==> config.mk <==
export PLATFORM = sky130hd
export DESIGN_NAME = mmio_io_ctrl_flat
export DESIGN_NICKNAME = d
export VERILOG_FILES = /design/src/rtl/mmio_io_ctrl_pkg.sv /design/src/rtl/mmio_io_ctrl_if.sv /design/src/rtl/mmio_io_ctrl_counter.sv /design/src/rtl/mmio_io_ctrl.sv /design/src/flat_wrapper.sv
export SDC_FILE = /design/constraint.sdc
export NUM_CORES = 1
export LEC_CHECK = 0
export BUFFER_PORTS_ARGS = -buffer_cell sky130_fd_sc_hd__buf_2
export CORE_UTILIZATION = 53
export CTS_CLUSTER_DIAMETER = 40
export CTS_CLUSTER_SIZE = 25
export DETAILED_ROUTE_END_ITERATION = 12
export GPL_ROUTABILITY_DRIVEN = 0
export HOLD_SLACK_MARGIN = 0.08
export PLACE_DENSITY = 0.91
export SLEW_MARGIN = 20
export SYNTH_ARGS = -nofsm -noshare
export SYNTH_HDL_FRONTEND = slang
export SYNTH_SLANG_ARGS = --single-unit
==> constraint.sdc <==
create_clock -name clk -period 2.5 [get_ports clk]
set_input_delay 0.375 -clock clk [delete_from_list [all_inputs] [get_ports clk]]
set_output_delay 0.375 -clock clk [all_outputs]
set_load 0.02 [all_outputs]
==> src/rtl/mmio_io_ctrl_pkg.sv <==
// Shared constants for the MEM-stage I/O controller: region select, register
// word indices and the TX holding-register state encoding.
package mmio_pkg;

  localparam logic [3:0] IO_NIBBLE = 4'h8;

  localparam logic [5:0] ADDR_CTRL   = 6'h00;
  localparam logic [5:0] ADDR_RXDATA = 6'h01;
  localparam logic [5:0] ADDR_TXDATA = 6'h02;
  localparam logic [5:0] ADDR_CYCLES = 6'h04;
  localparam logic [5:0] ADDR_INSTRS = 6'h05;
  localparam logic [5:0] ADDR_CNTRST = 6'h06;

  localparam logic [0:0] TX_EMPTY = 1'b0;
  localparam logic [0:0] TX_FULL  = 1'b1;

  // Word index inside the I/O region; byte lane bits are ignored.
  function automatic logic [5:0] reg_idx(input logic [31:0] addr);
    return addr[7:2];
  endfunction

endpackage

==> src/rtl/mmio_io_ctrl_if.sv <==
// CPU-side load/store bus plus the UART ready/valid ports of the I/O controller.
interface mmio_io_ctrl_if;
  logic [31:0] addr;
  logic        re;
  logic [3:0]  we;
  logic [31:0] din;
  logic [31:0] dout;
  logic        io_hit;
  logic [7:0]  uart_tx_data;
  logic        uart_tx_valid;
  logic        uart_tx_ready;
  logic [7:0]  uart_rx_data;
  logic        uart_rx_valid;
  logic        uart_rx_ready;

  modport master (
    output addr, re, we, din, uart_tx_ready, uart_rx_data, uart_rx_valid,
    input  dout, io_hit, uart_tx_data, uart_tx_valid, uart_rx_ready
  );

  modport slave (
    input  addr, re, we, din, uart_tx_ready, uart_rx_data, uart_rx_valid,
    output dout, io_hit, uart_tx_data, uart_tx_valid, uart_rx_ready
  );
endinterface

==> src/rtl/mmio_io_ctrl_counter.sv <==
// Free-running wrap-around counter with enable and synchronous clear.
module io_counter #(
  parameter int WIDTH = 32
) (
  input  logic             clk,
  input  logic             rst,
  input  logic             clr,
  input  logic             en,
  output logic [WIDTH-1:0] q
);

  logic [WIDTH-1:0] cnt_reg;

  // Clear beats a same-cycle increment so a CNTRST store always reads back 0.
  always_ff @(posedge clk) begin
    if (rst || clr) begin
      cnt_reg <= '0;
    end else if (en) begin
      cnt_reg <= cnt_reg + 1'b1;
    end
  end

  assign q = cnt_reg;

endmodule

==> src/rtl/mmio_io_ctrl.sv <==
// MEM-stage memory-mapped I/O: UART TX/RX ports plus cycle and retired-instruction
// counters, with one-cycle registered load data like dmem/bios.
module mmio_io_ctrl
  import mmio_pkg::*;
#(
  parameter logic [3:0] IO_NIBBLE = mmio_pkg::IO_NIBBLE,
  parameter int          CNT_WIDTH = 32
) (
  input  logic           clk,
  input  logic           rst,
  input  logic           inst_retire,
  mmio_io_ctrl_if.slave  bus
);

  logic [5:0]  idx;
  logic        rd_req;
  logic        wr_req;
  logic        tx_store;
  logic        tx_drain;
  logic        cnt_clr;
  logic [31:0] rd_data;
  logic [31:0] dout_reg;
  logic [0:0]  tx_state_reg, tx_state_next;
  logic [7:0]  tx_data_reg, tx_data_next;

  logic [CNT_WIDTH-1:0] cnt_q   [2];
  logic                 cnt_en  [2];
  logic [31:0]          cnt_ext [2];

  logic unused_bits;
  assign unused_bits = ^{bus.addr[27:8], bus.addr[1:0], bus.din[31:8]};

  assign idx        = reg_idx(bus.addr);
  assign bus.io_hit = (bus.addr[31:28] == IO_NIBBLE);
  assign rd_req     = bus.re && bus.io_hit;
  assign wr_req     = (|bus.we) && bus.io_hit;
  assign tx_store   = wr_req && (idx == ADDR_TXDATA) && bus.we[0];
  assign tx_drain   = (tx_state_reg == TX_FULL) && bus.uart_tx_ready;
  assign cnt_clr    = wr_req && (idx == ADDR_CNTRST);

  // Pop only when there is something to pop; the data is sampled this same cycle.
  assign bus.uart_rx_ready = rd_req && (idx == ADDR_RXDATA) && bus.uart_rx_valid;

  // Index 0 counts cycles, index 1 counts retired instructions.
  assign cnt_en[0] = 1'b1;
  assign cnt_en[1] = inst_retire;

  generate
    for (genvar gi = 0; gi < 2; gi++) begin : g_cnt
      io_counter #(.WIDTH(CNT_WIDTH)) u_cnt (
        .clk (clk),
        .rst (rst),
        .clr (cnt_clr),
        .en  (cnt_en[gi]),
        .q   (cnt_q[gi])
      );
      assign cnt_ext[gi] = 32'(cnt_q[gi]);
    end
  endgenerate

  always_comb begin
    rd_data = 32'h0;
    case (idx)
      ADDR_CTRL:   rd_data = {30'b0, bus.uart_rx_valid, tx_state_reg == TX_EMPTY};
      ADDR_RXDATA: rd_data = {24'b0, bus.uart_rx_data};
      ADDR_CYCLES: rd_data = cnt_ext[0];
      ADDR_INSTRS: rd_data = cnt_ext[1];
      default:     rd_data = 32'h0;
    endcase
  end

  always_ff @(posedge clk) begin
    if (rst) begin
      dout_reg <= 32'h0;
    end else if (rd_req) begin
      dout_reg <= rd_data;
    end
  end

  // A store is accepted when the slot is empty or is being drained this cycle.
  always_comb begin
    tx_state_next = tx_state_reg;
    tx_data_next  = tx_data_reg;
    if (tx_store && (tx_state_reg == TX_EMPTY || tx_drain)) begin
      tx_state_next = TX_FULL;
      tx_data_next  = bus.din[7:0];
    end else if (tx_drain) begin
      tx_state_next = TX_EMPTY;
    end
  end

  always_ff @(posedge clk) begin
    if (rst) begin
      tx_state_reg <= TX_EMPTY;
      tx_data_reg  <= 8'h0;
    end else begin
      tx_state_reg <= tx_state_next;
      tx_data_reg  <= tx_data_next;
    end
  end

  assign bus.dout          = dout_reg;
  assign bus.uart_tx_data  = tx_data_reg;
  assign bus.uart_tx_valid = (tx_state_reg == TX_FULL);

endmodule
==> src/flat_wrapper.sv <==
// flat-port wrapper written by rule: the top's interface ports become plain ports
module mmio_io_ctrl_flat import mmio_pkg::*;
#(
  parameter logic [3:0] IO_NIBBLE = mmio_pkg::IO_NIBBLE,
  parameter int          CNT_WIDTH = 32
)
  (clk, rst, inst_retire, bus_addr, bus_re, bus_we, bus_din, bus_uart_tx_ready, bus_uart_rx_data, bus_uart_rx_valid, bus_dout, bus_io_hit, bus_uart_tx_data, bus_uart_tx_valid, bus_uart_rx_ready);
  mmio_io_ctrl_if bus_i ();
  input  logic clk;
  input  logic rst;
  input  logic inst_retire;
  input wire logic [$bits(bus_i.addr)-1:0] bus_addr;
  input wire logic [$bits(bus_i.re)-1:0] bus_re;
  input wire logic [$bits(bus_i.we)-1:0] bus_we;
  input wire logic [$bits(bus_i.din)-1:0] bus_din;
  input wire logic [$bits(bus_i.uart_tx_ready)-1:0] bus_uart_tx_ready;
  input wire logic [$bits(bus_i.uart_rx_data)-1:0] bus_uart_rx_data;
  input wire logic [$bits(bus_i.uart_rx_valid)-1:0] bus_uart_rx_valid;
  output wire logic [$bits(bus_i.dout)-1:0] bus_dout;
  output wire logic [$bits(bus_i.io_hit)-1:0] bus_io_hit;
  output wire logic [$bits(bus_i.uart_tx_data)-1:0] bus_uart_tx_data;
  output wire logic [$bits(bus_i.uart_tx_valid)-1:0] bus_uart_tx_valid;
  output wire logic [$bits(bus_i.uart_rx_ready)-1:0] bus_uart_rx_ready;
  assign bus_i.addr = bus_addr;
  assign bus_i.re = bus_re;
  assign bus_i.we = bus_we;
  assign bus_i.din = bus_din;
  assign bus_i.uart_tx_ready = bus_uart_tx_ready;
  assign bus_i.uart_rx_data = bus_uart_rx_data;
  assign bus_i.uart_rx_valid = bus_uart_rx_valid;
  assign bus_dout = bus_i.dout;
  assign bus_io_hit = bus_i.io_hit;
  assign bus_uart_tx_data = bus_i.uart_tx_data;
  assign bus_uart_tx_valid = bus_i.uart_tx_valid;
  assign bus_uart_rx_ready = bus_i.uart_rx_ready;
  mmio_io_ctrl #(.IO_NIBBLE(IO_NIBBLE), .CNT_WIDTH(CNT_WIDTH)) u_core (.clk(clk), .rst(rst), .inst_retire(inst_retire), .bus(bus_i));
endmodule
==> reports/metrics.cfg <==
[worst_setup_path]
crit_type = reg -> reg
critPathSlowestCell = or4_1
cp-start-kind = register
arrival_ns = 2.64
r2r-start = u_core.g_cnt[0].u_cnt.q[0]
cp.required_ns = 2.79
end_kind = register
ff2ff_setup_slack_ns = 0.15
ff2ff_path_depth = 5
cp_cell_sequence = ha_1, nand3_1, or4_1, or4_1, a21oi_1
cpPeakStageDelay_ns = 0.73
r2r-end = u_core.g_cnt[0].u_cnt.q[28]
crit_fanout = 14
crit_path_frequent_cell = or4_1

[clock_tree]
cts_tree = built
root_buffer = clkbuf_8
cts_hold_buffers = 0
post_cts_buffers = 0
cts.path.max_buffers = 2
clkLatencyLatePin_ns = 0.37
clock-sinks = 105
cts_inserted_buffers = 9
post_cts_resized = 0
clk_pin_slew_ns = 0.10
htreeDepth = 3

[timing]
setup_viol = 0
tns_ns = 0
finalMaxSlewViolations = 0
rsz0062_at_grt = no
worstMarginPinSlew_ns = 0.717
fin_skew_ns = 0.0142
relSlewSlack = 0.515
fmax_ghz = 0.426
period_minus_slack_ns = 2.35
period_share = 0.940
finalHoldViolCount = 0

[power]
leakagePower_uw = 0.00199
power_density_nw_per_um2 = 543
ir_worst_vdd_v = 0.000318

[route]
num_vias = 4721
drt-initial-drc-count = 410
via_per_inst = 6.43
wl_um = 12000
wl_per_cell_um = 16.4
ant_nets = 0
first_pass_iters = 6
drc = 0

[layout]
drive_above_1_share = 0.185
stdcell_count = 734
area_growth_pct = 15.8
largest_reg_flops = 64
final.fill_count = 734
antenna_cells = 0
nets = 705

[synthesis]
avgSynthCellArea_sq_um = 8.59
synth-seq-area-share = 0.443
yosysMostFrequentCell = dfxtp_1
synth_nets = 636
synth_top_area_cell = dfxtp_1
muxShareOfSynthArea = 0.0232
yosysWarnings = 0
synth-async-reset-ratio = 0
synthSimpleGateAreaFrac = 0.264
synth_edf_count = 0
ys.flop_type = dfxtp_1
syn_inst = 552
post_synth_num_cell_types = 41
synth-xor-area-share = 0.0443
synth_area_sq_um = 4740
synth_top_family_by_area = simple AND/OR/NAND/NOR gates
synth_compound_area_frac = 0.187
synth_common_cells = 105 x dfxtp_1, 62 x nand2_1, 43 x o21ai_0
synth_area_leaders = dfxtp_1 44%, nand2_1 4.9%, or4_1 4.7%
synth_top_area_share = 0.443
synthAdderAreaFrac = 0.00528
ys_ff_latch = 105

[grt]
gr-total-overflow = 0
grt_pass1_wl_um = 20300
globalRouteTotalUtil = 0.260
grt_antenna_before_repair = 0
grt_max_degree = 33
grt_pass1_vias = 4305

[die]
start_util = 0.547
die_area_sq_um = 9330
core_sq_um = 8680
io_pins = 125
die_y_um = 96.6
core.rowCount = 34
die_w_um = 96.6

[placed_design]
io_buffers = 78
numPlacedInstances = 718
hpwl_um = 8580

[outcome]
status = complete, no violations

[min_path]
holdCritPathClass = in -> reg
hold_start = bus_din[5]
hold_depth = 3
min_to = u_core.bus.uart_tx_data[5]

[run]
maxCapViolCount = 0

-- placed cells by master, fill, tap and decap left out, types with 6 or more instances in the layout --
| cell type | netlist | routed |
|---|---|---|
| xor2_1 | 15 | 15 |
| buf_2 | 4 | 78 |
| nand4_1 | 22 | 22 |
| inv_1 | 6 | 6 |
| or4_1 | 30 | 30 |
| a22oi_1 | 26 | 26 |
| and3_1 | 11 | 11 |
| o31ai_1 | 20 | 20 |
| a21oi_1 | 32 | 31 |
| nand3_1 | 25 | 25 |
| dfxtp_1 | 105 | 105 |
| or3_1 | 8 | 8 |
| mux2i_1 | 11 | 11 |
| nor2_1 | 37 | 37 |
| buf_4 | 0 | 13 |
| a222oi_1 | 6 | 6 |
| xnor2_1 | 9 | 9 |
| nand2_1 | 62 | 62 |
| and4_1 | 9 | 9 |
| nand2b_1 | 7 | 7 |
| o21ai_0 | 43 | 43 |
| clkbuf_8 | 0 | 10 |
-- worst max path at each step --
stage | end | depth (start not counted) | from | slack (ns)
2_1_floorplan | u_core.bus.uart_tx_data[0] | 4 | bus_addr[29] | 0.36
3_3_place_gp | u_core.g_cnt[0].u_cnt.q[28] | 5 | u_core.g_cnt[0].u_cnt.q[0] | 0.31
5_1_grt | u_core.g_cnt[0].u_cnt.q[28] | 5 | u_core.g_cnt[0].u_cnt.q[0] | 0.03
6_report | u_core.g_cnt[0].u_cnt.q[28] | 5 | u_core.g_cnt[0].u_cnt.q[0] | 0.15
4_1_cts | u_core.g_cnt[0].u_cnt.q[28] | 5 | u_core.g_cnt[0].u_cnt.q[0] | 0.22
3_5_place_dp | u_core.g_cnt[0].u_cnt.q[28] | 5 | u_core.g_cnt[0].u_cnt.q[0] | 0.24
-- per-stage QoR --
step | setup WS, ns | util | area, sq um | power, uW | hold slack [ns]
floorplan | 0.361 | - | 4740 | 1790 | 0.444
global placement | 0.314 | 0.607 | 5270 | 1840 | 0.433
detailed placement | 0.241 | 0.607 | 5270 | 1850 | 0.438
CTS | 0.219 | 0.633 | 5490 | 2990 | 0.228
global route | 0.0349 | 0.633 | 5490 | 3080 | 0.226
finish | 0.150 | 0.633 | 5490 | 2980 | 0.230
-- critical path, delay by kind of cell, from the launching register on --
kind / cells / cell delay, ns
adder cells (fa/ha/maj): 1 / 0.23
flip-flops: 1 / 0.43
AO/OA/AOI/OAI: 1 / 0.20
AND/OR/NAND/NOR: 3 / 1.42
-- layout make-up --
| cell class | instances | area (sq um) | share of cell area |
|---|---|---|---|
| Clock buffer | 10 | 138 | 0.0251 |
| Inverter | 6 | 22.5 | 0.00410 |
| Multi-Input combinational cell | 407 | 2500 | 0.455 |
| Tap cell | 108 | 135 | 0.0246 |
| Timing Repair Buffer | 92 | 508 | 0.0925 |
| Clock inverter | 6 | 88.8 | 0.0162 |
| Sequential cell | 105 | 2100 | 0.383 |
-- power by group --
group	internal [uW]	total (uW)	switching (uW)
Combinational	51.6	120	68.1
Clock	593	1170	579
Sequential	1680	1690	10.6
-- per-layer routing --
layer / wire length, um / vias up / global-route usage
li1: - / 2211 / -
met1: 5060 / 2218 / 0.341
met2: 5620 / 258 / 0.419
met3: 1100 / 34 / 0.0607
met4: 261 / 0 / 0.0964
met5: 0 / - / 0
-- logic make-up (layout without fill, tap and decap cells) --
group / Yosys count / in the layout
simple gates: 231 / 231
compound gates: 139 / 139
flops: 105 / 105
buf+inv: 40 / 114
xor+xnor: 24 / 24
mux: 11 / 11
fa+ha+maj: 2 / 2
Power figures use the tool's default switching activity.
